`src/rtl/ethernet_receive_slot_manager_if.sv`:
```
// Slot-manager bus: parser strobes, slot offer, ready/release handshakes and event counters.
// The master side is the parser/consumer environment; the slave side is the slot manager.
interface ethernet_receive_slot_manager_if #(
    parameter int RECEIVE_QUE_SLOTS = 4,
    parameter int SLOT_INDEX_WIDTH  = $clog2(RECEIVE_QUE_SLOTS)
);
    logic [RECEIVE_QUE_SLOTS-1:0] packet_data_valid;
    logic [RECEIVE_QUE_SLOTS-1:0] good_packet;
    logic [RECEIVE_QUE_SLOTS-1:0] bad_packet;
    logic [RECEIVE_QUE_SLOTS-1:0] recieve_slot_enable;
    logic                         ready_valid;
    logic [SLOT_INDEX_WIDTH-1:0]  ready_slot;
    logic                         ready_accept;
    logic                         release_valid;
    logic [SLOT_INDEX_WIDTH-1:0]  release_slot;
    logic [SLOT_INDEX_WIDTH:0]    free_slot_count;
    logic [15:0]                  good_count;
    logic [15:0]                  bad_count;
    logic [15:0]                  timeout_count;

    modport master (
        output packet_data_valid, good_packet, bad_packet,
        output ready_accept, release_valid, release_slot,
        input  recieve_slot_enable, ready_valid, ready_slot,
        input  free_slot_count, good_count, bad_count, timeout_count
    );

    modport slave (
        input  packet_data_valid, good_packet, bad_packet,
        input  ready_accept, release_valid, release_slot,
        output recieve_slot_enable, ready_valid, ready_slot,
        output free_slot_count, good_count, bad_count, timeout_count
    );
endinterface

```
`src/rtl/ethernet_receive_slot_manager.sv`:
```
// Receive slot manager: offers one FREE slot at a time to the parser, queues completed
// slots in arrival order for the consumer and reclaims stalled or bad frames.
module ethernet_receive_slot_manager #(
    parameter int RECEIVE_QUE_SLOTS   = 4,
    parameter int FILL_TIMEOUT_CYCLES = 2048,
    parameter int SLOT_INDEX_WIDTH    = $clog2(RECEIVE_QUE_SLOTS)
) (
    input logic                            clock,
    input logic                            reset_n,
    ethernet_receive_slot_manager_if.slave bus
);
    localparam int              N          = RECEIVE_QUE_SLOTS;
    localparam int              SIW        = SLOT_INDEX_WIDTH;
    localparam logic [SIW:0]    SLOT_COUNT = (SIW+1)'(N);
    localparam logic [SIW-1:0]  LAST_INDEX = SIW'(N - 1);
    localparam logic [15:0]     TIMER_LAST = 16'(FILL_TIMEOUT_CYCLES - 1);

    typedef enum logic [2:0] {
        SLOT_FREE,
        SLOT_OFFERED,
        SLOT_FILLING,
        SLOT_READY,
        SLOT_DRAINING
    } slotState_t;

    slotState_t       r_slotState [N];
    slotState_t       w_nextState [N];
    logic [15:0]      r_fillTimer, w_nextFillTimer;
    logic [SIW-1:0]   r_fifoMem [N];
    logic [SIW-1:0]   r_fifoHead, r_fifoTail;
    logic [SIW:0]     r_fifoCount;
    logic [N-1:0]     r_slotEnable, w_slotEnable;
    logic [SIW:0]     r_freeCount, w_freeCount;
    logic [15:0]      r_goodCount, r_badCount, r_timeoutCount;
    logic             w_activeFound, w_freeFound;
    logic [SIW-1:0]   w_activeIdx, w_freeIdx, w_popIdx;
    logic             w_push, w_pop, w_releaseHit;
    logic             w_goodEvent, w_badEvent, w_timeoutEvent;

    function automatic logic [SIW-1:0] nextPtr(input logic [SIW-1:0] ptr);
        return (ptr == LAST_INDEX) ? '0 : ptr + SIW'(1);
    endfunction

    // Locate the slot owned by the parser and the lowest FREE slot, both from registered state.
    always_comb begin
        w_activeFound = 1'b0;
        w_activeIdx   = '0;
        w_freeFound   = 1'b0;
        w_freeIdx     = '0;
        for (int i = 0; i < N; i++) begin
            if (r_slotState[i] == SLOT_OFFERED || r_slotState[i] == SLOT_FILLING) begin
                w_activeFound = 1'b1;
                w_activeIdx   = SIW'(i);
            end
            if (!w_freeFound && r_slotState[i] == SLOT_FREE) begin
                w_freeFound = 1'b1;
                w_freeIdx   = SIW'(i);
            end
        end
    end

    assign w_pop        = (r_fifoCount != '0) && bus.ready_accept;
    assign w_popIdx     = r_fifoMem[r_fifoHead];
    assign w_releaseHit = bus.release_valid && ({1'b0, bus.release_slot} < SLOT_COUNT) &&
                          (r_slotState[bus.release_slot] == SLOT_DRAINING);

    // Next-state logic: bad beats good, good beats data, and only an idle FILLING slot ages.
    always_comb begin
        for (int i = 0; i < N; i++) begin
            w_nextState[i] = r_slotState[i];
        end
        w_nextFillTimer = '0;
        w_push          = 1'b0;
        w_goodEvent     = 1'b0;
        w_badEvent      = 1'b0;
        w_timeoutEvent  = 1'b0;
        if (w_activeFound) begin
            case (r_slotState[w_activeIdx])
                SLOT_OFFERED: begin
                    if (bus.bad_packet[w_activeIdx]) begin
                        w_nextState[w_activeIdx] = SLOT_FREE;
                        w_badEvent               = 1'b1;
                    end else if (bus.packet_data_valid[w_activeIdx]) begin
                        w_nextState[w_activeIdx] = SLOT_FILLING;
                    end
                end
                SLOT_FILLING: begin
                    if (bus.bad_packet[w_activeIdx]) begin
                        w_nextState[w_activeIdx] = SLOT_FREE;
                        w_badEvent               = 1'b1;
                    end else if (bus.good_packet[w_activeIdx]) begin
                        w_nextState[w_activeIdx] = SLOT_READY;
                        w_push                   = 1'b1;
                        w_goodEvent              = 1'b1;
                    end else if (bus.packet_data_valid[w_activeIdx]) begin
                        w_nextFillTimer = '0;
                    end else if (r_fillTimer == TIMER_LAST) begin
                        w_nextState[w_activeIdx] = SLOT_FREE;
                        w_timeoutEvent           = 1'b1;
                    end else begin
                        w_nextFillTimer = r_fillTimer + 16'd1;
                    end
                end
                default: ;
            endcase
        end else if (w_freeFound) begin
            w_nextState[w_freeIdx] = SLOT_OFFERED;
        end
        if (w_pop) begin
            w_nextState[w_popIdx] = SLOT_DRAINING;
        end
        if (w_releaseHit) begin
            w_nextState[bus.release_slot] = SLOT_FREE;
        end
    end

    // Output decode; the enable lags the owning slot's state by one registered stage.
    always_comb begin
        w_slotEnable = '0;
        w_freeCount  = '0;
        for (int i = 0; i < N; i++) begin
            if (r_slotState[i] == SLOT_OFFERED || r_slotState[i] == SLOT_FILLING) begin
                w_slotEnable[i] = 1'b1;
            end
            if (w_nextState[i] == SLOT_FREE) begin
                w_freeCount = w_freeCount + (SIW+1)'(1);
            end
        end
    end

    always_ff @(posedge clock or negedge reset_n) begin
        if (!reset_n) begin
            for (int i = 0; i < N; i++) begin
                r_slotState[i] <= SLOT_FREE;
            end
            r_fillTimer  <= '0;
            r_slotEnable <= '0;
            r_freeCount  <= SLOT_COUNT;
        end else begin
            for (int i = 0; i < N; i++) begin
                r_slotState[i] <= w_nextState[i];
            end
            r_fillTimer  <= w_nextFillTimer;
            r_slotEnable <= w_slotEnable;
            r_freeCount  <= w_freeCount;
        end
    end

    // Ready FIFO never overflows: it can only hold slots that are in READY.
    always_ff @(posedge clock or negedge reset_n) begin
        if (!reset_n) begin
            for (int i = 0; i < N; i++) begin
                r_fifoMem[i] <= '0;
            end
            r_fifoHead  <= '0;
            r_fifoTail  <= '0;
            r_fifoCount <= '0;
        end else begin
            if (w_push) begin
                r_fifoMem[r_fifoTail] <= w_activeIdx;
                r_fifoTail            <= nextPtr(r_fifoTail);
            end
            if (w_pop) begin
                r_fifoHead <= nextPtr(r_fifoHead);
            end
            case ({w_push, w_pop})
                2'b10:   r_fifoCount <= r_fifoCount + (SIW+1)'(1);
                2'b01:   r_fifoCount <= r_fifoCount - (SIW+1)'(1);
                default: r_fifoCount <= r_fifoCount;
            endcase
        end
    end

    always_ff @(posedge clock or negedge reset_n) begin
        if (!reset_n) begin
            r_goodCount    <= '0;
            r_badCount     <= '0;
            r_timeoutCount <= '0;
        end else begin
            if (w_goodEvent && r_goodCount != 16'hFFFF) begin
                r_goodCount <= r_goodCount + 16'd1;
            end
            if (w_badEvent && r_badCount != 16'hFFFF) begin
                r_badCount <= r_badCount + 16'd1;
            end
            if (w_timeoutEvent && r_timeoutCount != 16'hFFFF) begin
                r_timeoutCount <= r_timeoutCount + 16'd1;
            end
        end
    end

    assign bus.recieve_slot_enable = r_slotEnable;
    assign bus.ready_valid         = (r_fifoCount != '0);
    assign bus.ready_slot          = (r_fifoCount != '0) ? r_fifoMem[r_fifoHead] : '0;
    assign bus.free_slot_count     = r_freeCount;
    assign bus.good_count          = r_goodCount;
    assign bus.bad_count           = r_badCount;
    assign bus.timeout_count       = r_timeoutCount;
endmodule

```
`src/flat_wrapper.sv`:
```
// flat-port wrapper written by rule: the top's interface ports become plain ports
module ethernet_receive_slot_manager_flat 
#(
    parameter int RECEIVE_QUE_SLOTS   = 4,
    parameter int FILL_TIMEOUT_CYCLES = 2048,
    parameter int SLOT_INDEX_WIDTH    = $clog2(RECEIVE_QUE_SLOTS)
)
  (clock, reset_n, bus_packet_data_valid, bus_good_packet, bus_bad_packet, bus_ready_accept, bus_release_valid, bus_release_slot, bus_recieve_slot_enable, bus_ready_valid, bus_ready_slot, bus_free_slot_count, bus_good_count, bus_bad_count, bus_timeout_count);
  ethernet_receive_slot_manager_if #(.RECEIVE_QUE_SLOTS(RECEIVE_QUE_SLOTS), .SLOT_INDEX_WIDTH(SLOT_INDEX_WIDTH)) bus_i ();
  input logic clock;
  input logic reset_n;
  input wire logic [$bits(bus_i.packet_data_valid)-1:0] bus_packet_data_valid;
  input wire logic [$bits(bus_i.good_packet)-1:0] bus_good_packet;
  input wire logic [$bits(bus_i.bad_packet)-1:0] bus_bad_packet;
  input wire logic [$bits(bus_i.ready_accept)-1:0] bus_ready_accept;
  input wire logic [$bits(bus_i.release_valid)-1:0] bus_release_valid;
  input wire logic [$bits(bus_i.release_slot)-1:0] bus_release_slot;
  output wire logic [$bits(bus_i.recieve_slot_enable)-1:0] bus_recieve_slot_enable;
  output wire logic [$bits(bus_i.ready_valid)-1:0] bus_ready_valid;
  output wire logic [$bits(bus_i.ready_slot)-1:0] bus_ready_slot;
  output wire logic [$bits(bus_i.free_slot_count)-1:0] bus_free_slot_count;
  output wire logic [$bits(bus_i.good_count)-1:0] bus_good_count;
  output wire logic [$bits(bus_i.bad_count)-1:0] bus_bad_count;
  output wire logic [$bits(bus_i.timeout_count)-1:0] bus_timeout_count;
  assign bus_i.packet_data_valid = bus_packet_data_valid;
  assign bus_i.good_packet = bus_good_packet;
  assign bus_i.bad_packet = bus_bad_packet;
  assign bus_i.ready_accept = bus_ready_accept;
  assign bus_i.release_valid = bus_release_valid;
  assign bus_i.release_slot = bus_release_slot;
  assign bus_recieve_slot_enable = bus_i.recieve_slot_enable;
  assign bus_ready_valid = bus_i.ready_valid;
  assign bus_ready_slot = bus_i.ready_slot;
  assign bus_free_slot_count = bus_i.free_slot_count;
  assign bus_good_count = bus_i.good_count;
  assign bus_bad_count = bus_i.bad_count;
  assign bus_timeout_count = bus_i.timeout_count;
  ethernet_receive_slot_manager #(.RECEIVE_QUE_SLOTS(RECEIVE_QUE_SLOTS), .FILL_TIMEOUT_CYCLES(FILL_TIMEOUT_CYCLES), .SLOT_INDEX_WIDTH(SLOT_INDEX_WIDTH)) u_core (.clock(clock), .reset_n(reset_n), .bus(bus_i));
endmodule
```
`config.mk`:
```
export PLATFORM = sky130hd
export DESIGN_NAME = ethernet_receive_slot_manager_flat
export DESIGN_NICKNAME = d
export VERILOG_FILES = /design/src/rtl/ethernet_receive_slot_manager_if.sv /design/src/rtl/ethernet_receive_slot_manager.sv /design/src/flat_wrapper.sv
export SDC_FILE = /design/constraint.sdc
export NUM_CORES = 1
export LEC_CHECK = 0
export CAP_MARGIN = 15
export CORE_AREA = 2 2 105 107
export CTS_BUF_LIST = sky130_fd_sc_hd__clkbuf_8
export DETAILED_ROUTE_END_ITERATION = 8
export DIE_AREA = 0 0 107 109
export HOLD_SLACK_MARGIN = 0.08
export PLACE_DENSITY_LB_ADDON = 0.1
export RECOVER_POWER = 100
export SYNTH_ARGS = -nofsm -noshare
export SYNTH_HDL_FRONTEND = slang
export SYNTH_SLANG_ARGS = --single-unit
```
`constraint.sdc`:
```
create_clock -name clock -period 4.6 [get_ports clock]
set_input_delay 0.92 -clock clock [delete_from_list [all_inputs] [get_ports clock]]
set_output_delay 0.92 -clock clock [all_outputs]
set_load 0.03 [all_outputs]
```
==> flow_metrics.env <==
export IMPL_synth_cell_types=82
export IMPL_io_pin_count=76
export IMPL_path_delay_family="compound AO/OA/AOI/OAI gates"
export IMPL_cts_buffer_depth=2
export IMPL_die_width_um=107
export IMPL_port_buffers=75
export IMPL_status="complete, but fails checks"
export IMPL_max_slew_margin_rel=-0.158
export IMPL_drt_initial_drc_count=228
export IMPL_syn_inst=551
export IMPL_async_flop_share=1.00
export IMPL_ys_top_cells_by_area="dfrtp_1 43%, xnor2_1 7.2%, nand2_1 3.7%"
export IMPL_initial_core_util=0.530
export IMPL_worstPathArrival_ns=4.46
export IMPL_synth_top_flop_cell="dfrtp_1"
export IMPL_seq_area_sq_mm=0.00245
export IMPL_synth_edf_count=0
export IMPL_yosys_warnings=0
export IMPL_syn_nets=583
export IMPL_path_cells="xor2_1, a22oi_2, a311oi_1, buf_4, a2bb2oi_2, o31ai_1, a21bo_2, and2_1, ha_1, xnor2_2, ha_1, nand2_1, o31ai_1, xor2_1"
export IMPL_cts_tree="built"
export IMPL_clock_sinks=98
export IMPL_cp_start_kind="flop"
export IMPL_crit_type="reg2reg"
export IMPL_critical_path_max_stage_delay_ns=0.62
export IMPL_layout_min_cycle_time_ns=4.17
export IMPL_post_cts_setup_buffer_count=0
export IMPL_hold_path_class="reg2reg"
export IMPL_ctsHoldBuffers=0
export IMPL_yosys_cell_count_top_type="dfrtp_1"
export IMPL_grt_antenna_before_repair=0
export IMPL_multi_input_area_sq_mm=0.00283
export IMPL_placementRows=38
export IMPL_grt_pass1_vias=4288
export IMPL_synth_seq_cells=98
export IMPL_via_per_inst=5.63
export IMPL_cts_root_buf="clkbuf_8"
export IMPL_ant_nets=0
export IMPL_cp_slowest_cell="dfrtp_1"
export IMPL_syn_to_final_growth_pct=16.4
export IMPL_min_period_over_period=0.906
export IMPL_grt_overflow_total=0
export IMPL_grt_max_degree=71
export IMPL_route_detailed_drc=0
export IMPL_finalSetupViolations=0
export IMPL_place_hpwl_um=9750
export IMPL_grt_pass1_wl_um=21400
export IMPL_p_total_uw=4280
export IMPL_yosysTopAreaCellShare=0.432
export IMPL_vias=4353
export IMPL_rsz0062_at_grt="false"
export IMPL_die_y_um=109
export IMPL_wl_per_cell_um=16.7
export IMPL_nFillCells=925
export IMPL_pre_cts_ws_ns=0.257
export IMPL_crit_buf_inv=1
export IMPL_firstDrtPassIters=5
export IMPL_total_leakage_power_uw=0.00293
export IMPL_fin_ws_ns=0.433
export IMPL_cp_required_ns=4.90
export IMPL_yosys_area_top_type="dfrtp_1"
export IMPL_worstMarginPinSlew_ns=1.74
export IMPL_tns_ns=0
export IMPL_maxCapViolCount=2
export IMPL_finClkSkew_ns=0.00901
export IMPL_clk_pin_slew_worst_paths_ns=0.09
export IMPL_synth_area_sq_mm=0.00562
export IMPL_cellPowerDensity_mw_per_mm2=655
export IMPL_antennaDiodeCount=0
export IMPL_peakVddDrop_mv=0.396
export IMPL_htree_levels=3
export IMPL_drv_slew=101
export IMPL_final_cell_area_sq_mm=0.00654
export IMPL_layout_drive_gt1_share=0.0758
export IMPL_synth_commonest_cells="97 x dfrtp_1, 56 x nand2_1, 55 x nor2_1"
export IMPL_core_area_sq_mm=0.0106
export IMPL_worstPathMaxFanout=9
export IMPL_cts_buffers_inserted=9
export IMPL_ys_seq_area_frac=0.436
export IMPL_wirelength_um=12900
export IMPL_track_usage=0.234
export IMPL_synth_area_per_cell_sq_um=10.2
export IMPL_critPathCaptureType="flop"
export IMPL_hold_viol=0
export IMPL_finalWeightedCongestion=0.948
export IMPL_nets=660
export IMPL_clk_latency_ns=0.36
export IMPL_place_area_sq_mm=0.00648
export IMPL_violations="capacitance limit, slew limit"
export IMPL_post_cts_resized=0
export IMPL_dieArea_sq_mm=0.0117
export IMPL_max_freq_ghz=0.240
-- layout make-up --
type	instances	share of cell area
Clock buffer	11	0.0231
Clock inverter	5	0.00459
Inverter	29	0.0166
Multi-Input combinational cell	407	0.433
Sequential cell	98	0.375
Tap cell	140	0.0268
Timing Repair Buffer	83	0.121
-- worst paths after layout --
kind	start	to	slack, ns	cells past startpoint
setup / recovery	u_core.r_slotState[4]	u_core.bus.free_slot_count[2]	0.43	14
hold / removal	u_core.r_fifoCount[2]	u_core.r_fifoCount[2]	0.48	1
setup reg to reg	u_core.r_slotState[4]	u_core.bus.free_slot_count[2]	0.43	14
hold reg to reg	u_core.r_fifoCount[2]	u_core.r_fifoCount[2]	0.48	1
max in group asynchronous	reset_n	u_core.r_fillTimer[3]	1.41	2
min in group asynchronous	reset_n	u_core.bus.timeout_count[2]	1.00	1
-- flip-flops by register name, indices dropped and copies added, names as in the netlist --
signal / cells
u_core.bus.bad_count: 16
u_core.bus.free_slot_count: 3
u_core.bus.good_count: 16
u_core.bus.recieve_slot_enable: 4
u_core.bus.timeout_count: 16
u_core.r_fifoCount: 3
u_core.r_fifoHead: 2
u_core.r_fifoMem: 8
u_core.r_fifoTail: 2
u_core.r_fillTimer: 16
u_core.r_slotState: 12
-- through the flow --
step | cells | util | hold slack [ns]
final | 773 | 0.617 | 0.483
after floorplan | 551 | - | 0.436
after global routing | 773 | 0.617 | 0.497
after detailed placement | 757 | 0.611 | 0.471
after global placement | 757 | 0.611 | 0.448
after CTS | 773 | 0.628 | 0.492
-- placed cells by master, fill, tap and decap left out, types with 13 or more instances in the layout --
cell,n
and3_1,17
clkdlybuf4s50_1,15
dfrtp_1,97
dlygate4sd3_1,59
ha_1,13
inv_1,31
nand2_1,56
nand3_1,33
nand4_1,13
nor2_1,55
nor3_1,18
o21ai_0,16
xnor2_1,46
xor2_1,24
-- layer usage --
layer  vias up  share of wire  GRT usage
li1       2093              -          -
met1      2116           0.47      0.334
met2       123           0.46      0.361
met3        21          0.052     0.0448
met4         0          0.019     0.0761
met5         -              0          0
-- report_power, final --
part,internal [uW],switching (uW),total [uW]
sequential,1050,225,1270
combinational,941,1550,2490
clock,225,300,525
total,2210,2070,4280
-- logic make-up (layout without fill, tap and decap cells) --
family                     Yosys count  after routing  synth area share
and+or+nand+nor                    232            232             0.210
DFF                                 98             98             0.436
AOI/OAI and AO/OA                   79             79             0.130
xor gates and xnor gates            72             72             0.125
buffers and inverters               46            128            0.0416
adders and majority gates           14             14            0.0325
muxes                               10             10            0.0245
Note: power is estimated with default switching activity, not from simulation.
